### src/rtl/mem_seq_pkg.sv
// Shared types for the SRAM access sequencer: FSM states, MDR mux codes, wait bounds
// and the per-state strobe decode used to register the outputs.
package mem_seq_pkg;

    localparam int unsigned WAIT_MIN = 1;
    localparam int unsigned WAIT_MAX = 7;

    localparam logic [1:0] MDR_SEL_BUS = 2'b00;
    localparam logic [1:0] MDR_SEL_MEM = 2'b01;

    typedef enum logic [2:0] {
        IDLE,
        ADDR,
        RD_WAIT,
        RD_LATCH,
        WR_SETUP,
        WR_PULSE,
        WR_HOLD,
        DONE
    } state_t;

    typedef struct packed {
        logic       ld_mar;
        logic       ld_mdr;
        logic [1:0] mdr_sel;
        logic       ce_n;
        logic       oe_n;
        logic       we_n;
        logic       mem_drive;
        logic       busy;
        logic       done;
    } outs_t;

    // rw only matters in ADDR, where a write also captures the bus into MDR
    function automatic outs_t decode_outs(input state_t s, input logic rw);
        outs_t o;
        o = '{ld_mar: 1'b0, ld_mdr: 1'b0, mdr_sel: MDR_SEL_BUS, ce_n: 1'b1,
               oe_n: 1'b1, we_n: 1'b1, mem_drive: 1'b0, busy: 1'b1, done: 1'b0};
        case (s)
            IDLE:     o.busy = 1'b0;
            ADDR: begin
                o.ld_mar = 1'b1;
                o.ld_mdr = rw;
            end
            RD_WAIT: begin
                o.ce_n = 1'b0;
                o.oe_n = 1'b0;
            end
            RD_LATCH: begin
                o.ce_n    = 1'b0;
                o.oe_n    = 1'b0;
                o.ld_mdr  = 1'b1;
                o.mdr_sel = MDR_SEL_MEM;
            end
            WR_SETUP, WR_HOLD: begin
                o.ce_n      = 1'b0;
                o.mem_drive = 1'b1;
            end
            WR_PULSE: begin
                o.ce_n      = 1'b0;
                o.we_n      = 1'b0;
                o.mem_drive = 1'b1;
            end
            DONE:     o.done = 1'b1;
            default:  o.busy = 1'b0;
        endcase
        return o;
    endfunction

endpackage

### src/rtl/mem_seq_wait_cnt.sv
// Wait-state down-counter: load a 3-bit value, decrement to zero, flag when zero.
// Zero flag is a register decode, no extra latency; no backpressure.
module mem_wait_cnt (
    input  logic       clk,
    input  logic       reset,
    input  logic       load,
    input  logic [2:0] load_val,
    input  logic       dec,
    output logic       zero
);

    logic [2:0] cnt;

    always_ff @(posedge clk) begin
        if (reset) begin
            cnt <= 3'd0;
        end else if (load) begin
            cnt <= load_val;
        end else if (dec && (cnt != 3'd0)) begin
            cnt <= cnt - 3'd1;
        end
    end

    assign zero = (cnt == 3'd0);

endmodule

### src/rtl/mem_sequencer.sv
// SRAM access sequencer: one read or write per Req, strobes registered from next state.
// Read Done in cycle WAIT_CYCLES+3, write Done in WAIT_CYCLES+4; Req ignored while Busy.
// MEM_SEQ_CNT_EN adds saturating Rd_count/Wr_count completion counters.
module mem_sequencer
    import mem_seq_pkg::*;
#(
    parameter int unsigned WAIT_CYCLES = 2
) (
    input  logic        Clk,
    input  logic        Reset,
    input  logic        Req,
    input  logic        Rw,
    output logic        LD_MAR,
    output logic        LD_MDR,
    output logic [1:0]  MDR_sel,
    output logic        CE_N,
    output logic        OE_N,
    output logic        WE_N,
    output logic        Mem_drive,
    output logic        Busy,
    output logic        Done
`ifdef MEM_SEQ_CNT_EN
    ,
    output logic [15:0] Rd_count,
    output logic [15:0] Wr_count
`endif
);

    // Counter is loaded with WAIT_CYCLES-1 so the wait state lasts exactly WAIT_CYCLES
    localparam logic [2:0] WAIT_LOAD = 3'(WAIT_CYCLES - 1);

    state_t state, nxt;
    logic   rw_q, rw_nxt;
    logic   cnt_load, cnt_dec, cnt_zero;
    outs_t  outs;

    mem_wait_cnt u_wait_cnt (
        .clk      (Clk),
        .reset    (Reset),
        .load     (cnt_load),
        .load_val (WAIT_LOAD),
        .dec      (cnt_dec),
        .zero     (cnt_zero)
    );

    always_comb begin
        nxt      = state;
        cnt_load = 1'b0;
        cnt_dec  = 1'b0;
        rw_nxt   = (state == IDLE) ? Rw : rw_q;
        case (state)
            IDLE:     if (Req) nxt = ADDR;
            ADDR: begin
                nxt      = rw_q ? WR_SETUP : RD_WAIT;
                cnt_load = !rw_q;
            end
            RD_WAIT: begin
                if (cnt_zero) nxt = RD_LATCH;
                else          cnt_dec = 1'b1;
            end
            RD_LATCH: nxt = DONE;
            WR_SETUP: begin
                nxt      = WR_PULSE;
                cnt_load = 1'b1;
            end
            WR_PULSE: begin
                if (cnt_zero) nxt = WR_HOLD;
                else          cnt_dec = 1'b1;
            end
            WR_HOLD:  nxt = DONE;
            DONE:     nxt = IDLE;
            default:  nxt = IDLE;
        endcase
    end

    always_ff @(posedge Clk) begin
        if (Reset) begin
            state <= IDLE;
            rw_q  <= 1'b0;
            outs  <= decode_outs(IDLE, 1'b0);
        end else begin
            state <= nxt;
            if (state == IDLE && Req) rw_q <= Rw;
            outs  <= decode_outs(nxt, rw_nxt);
        end
    end

    assign LD_MAR    = outs.ld_mar;
    assign LD_MDR    = outs.ld_mdr;
    assign MDR_sel   = outs.mdr_sel;
    assign CE_N      = outs.ce_n;
    assign OE_N      = outs.oe_n;
    assign WE_N      = outs.we_n;
    assign Mem_drive = outs.mem_drive;
    assign Busy      = outs.busy;
    assign Done      = outs.done;

`ifdef MEM_SEQ_CNT_EN
    always_ff @(posedge Clk) begin
        if (Reset) begin
            Rd_count <= 16'd0;
            Wr_count <= 16'd0;
        end else if (state == DONE) begin
            if (rw_q && (Wr_count != 16'hFFFF))  Wr_count <= Wr_count + 16'd1;
            if (!rw_q && (Rd_count != 16'hFFFF)) Rd_count <= Rd_count + 16'd1;
        end
    end
`endif

endmodule

### config.mk
export PLATFORM = sky130hd
export DESIGN_NAME = mem_sequencer
export DESIGN_NICKNAME = d
export VERILOG_FILES = /design/src/rtl/mem_seq_pkg.sv /design/src/rtl/mem_seq_wait_cnt.sv /design/src/rtl/mem_sequencer.sv
export SDC_FILE = /design/constraint.sdc
export NUM_CORES = 1
export LEC_CHECK = 0
export ABC_AREA = 1
export BUFFER_PORTS_ARGS = -buffer_cell sky130_fd_sc_hd__buf_2
export CORE_MARGIN = 4
export CORE_UTILIZATION = 35
export DETAILED_ROUTE_END_ITERATION = 10
export PLACE_DENSITY = 0.6
export SLEW_MARGIN = 20
export SYNTH_ARGS = -nofsm -noshare
export SYNTH_HDL_FRONTEND = slang
export SYNTH_SLANG_ARGS = --single-unit
### constraint.sdc
create_clock -name Clk -period 3.7 [get_ports Clk]
set_input_delay 0 -clock Clk [delete_from_list [all_inputs] [get_ports Clk]]
set_output_delay 0 -clock Clk [all_outputs]
set_load 0.1 [all_outputs]
==> results by group <==
Route
  – Post-Route WL: between 1000 and 1500 um
  – Via Count: a little under 600
  – First-pass DRT Iterations: 4
  – Wire per inst: about 9 um
  – Routed Antenna Nets: 0
  – Via-to-Cell Ratio: between 4 and 5
  – Iter 0 DRT Violations: 16
  – Residual DRC count: 0

Global routing
  – GRT overflow: 0
  – Total global routing track utilization: 10.6%
  – Initial antenna violation count: 0
  – Vias in the first global route: a little under 500
  – First-pass GRT wire length: roughly 2100 um
  – Largest net degree at the start of global routing: 12

Floorplanning
  – Die Wd: approximately 52 um
  – IO Count: 14
  – Site Rows: 15
  – CORE AREA: roughly 0.0018 mm2
  – Initial Util: about two fifths
  – Die area: approximately 0.0027 mm2
  – Die H: 52.3 um

CTS
  – Post-CTS Setup Inserts: 0
  – Post-cts gate resize count: 0
  – CTS root buffer: clkbuf_4
  – Hold-fix buffers, CTS: 0
  – Clock tree sinks: 16
  – Worst-skew pair later-pin latency: approximately 270 ps
  – CTS Buf Count: 3
  – CTS tree: done
  – Clock Tree Buf Depth: 2
  – Worst-path clk slew: about 90 ps
  – Depth of the CTS H-tree: 1

Run
  – Maxcap violations: 0

Layout
  – Finished Layout Cells: between 100 and 150
  – Area growth syn-to-layout: 17.0%
  – Multi-input logic area: between 200 and 300 um2
  – Commonest cells after routing, fill and taps aside: nand2_1, inv_1, dfxtp_1, nor2_1, buf_2
  – Final Net Count: roughly 120
  – Final Util: 45.0%
  – Ratio of cells with drive above 1 in the final layout: around a fifth
  – Most common cell after layout, fill and taps aside: nand2_1
  – Diodes inserted: 0
  – Storage element area: roughly 320 um2
  – Fillcell total: ~190

Synth
  – Synth Register Bits: 16
  – Yosys warns: 0
  – Synthesized area: around 690 um2
  – Seq/Total Area, Yosys: 46.7%
  – Mapped Cells: 98
  – Synthesized area per cell: around 7.0 um2
  – Unique masters post-synth: 16
  – Mapped Nets: 104

Timing
  – Clock Skews: 1.05 ps
  – Count of final setup violators: 0
  – Max Clock Freq: between 0.7 and 0.8 GHz
  – RSZ-0062 raised after global routing: no
  – Fin crit share: between 30% and 40%
  – Final max-slew violation count: 0
  – Final Hold Fails: 0
  – Fin crit period: between 1000 and 1500 ps
  – Final setup margin: 2300 ps
  – Setup TNS: 0 ps

Place
  – Placed cells: around 130
  – GP Congestion: approximately 0.77
  – Port Buf Inserts: 12
  – Post-DP HPWL: 957 um
  – Post-place setup slack: approximately 2300 ps

Critical path
  – Critical path type: reg2reg
  – Critical Path AT: between 1500 and 2000 ps
  – Setup crit start kind: register
  – Crit-path max FO: 4
  – CP Data Required Time: between 3000 and 4000 ps
  – Worst setup EP type: register

Outcome
  – Status: complete, no violations

Hold path
  – Worst hold path class: in2reg
critical path: stages, from the launching register on:
cell and delay [ps]:
dfxtp_1 340, inv_1 60, ha_1 200, ha_1 220, inv_1 80, nand3_1 110
nand2_2 120, inv_1 50, nor2_1 80, nor2_1 50
cell type report:
class,instances,area share [%]
Clock buffer,4,4.52
Inverter,20,9.36
Multi-Input combinational cell,60,34.8
Sequential cell,16,39.9
Tap cell,25,3.90
Timing Repair Buffer,12,7.49
worst paths after layout:
kind,startpoint,to,slack (ps),cells past startpoint
max reg2reg,u_wait_cnt.cnt[0],u_wait_cnt.cnt[2],2300,9
min,Rw,LD_MDR,20,3
max,u_wait_cnt.cnt[0],u_wait_cnt.cnt[2],2300,9
min reg2reg,rw_q,rw_q,500,2
per-stage QoR:
step                hold slack (ps)  instance area, um2
floorplan                      75.6                 686
global placement                316                 766
detailed placement              318                 766
CTS                            13.0                 802
global route                   25.9                 802
finish                         23.6                 802
routing by layer:
metal  up-vias  part of all wire, %  wire length (um)  global-route usage (%)
li1        322                    -                 -                       -
met1       244                   46               566                    13.2
met2        17                   45               556                    16.9
met3         2                  7.8                97                    2.85
met4         0                  1.5                19                    5.11
met5         -                    0                 0                       0
state kept, by name, summed over array words and instances, names as in the netlist:
signal and flops:
state 3, LD_MAR 1, OE_N 1, WE_N 1, rw_q 1, Mem_drive 1
Busy 1, MDR_sel 1, u_wait_cnt.cnt 3, LD_MDR 1, CE_N 1, Done 1
cell usage after synthesis:
cell type,number,area share [%]
nand2_1,21,11
inv_1,18,9.9
dfxtp_1,16,47
nor2_1,16,8.8
nand3_1,8,5.8
a21oi_1,3,2.2
o21ai_0,3,2.2
ha_1,2,3.6
inv_2,2,1.1
nand2_2,2,1.8
nand4_1,2,1.8
buf_4,1,1.1
clkbuf_1,1,0.55
conb_1,1,0.55
nor2_2,1,0.91
nor3_2,1,1.5
kinds of logic after synthesis:
family          after synthesis  share of synthesized area (%)
compound gates                6                           4.38
fa+ha+maj                     2                           3.65
buf+inv                      22                           12.6
flops                        16                           46.7
other cells                   1                          0.547
simple gates                 51                           32.1
Power is not shown: default switching activity piles up to over one toggle a cycle in this logic, so the estimate is an artifact.
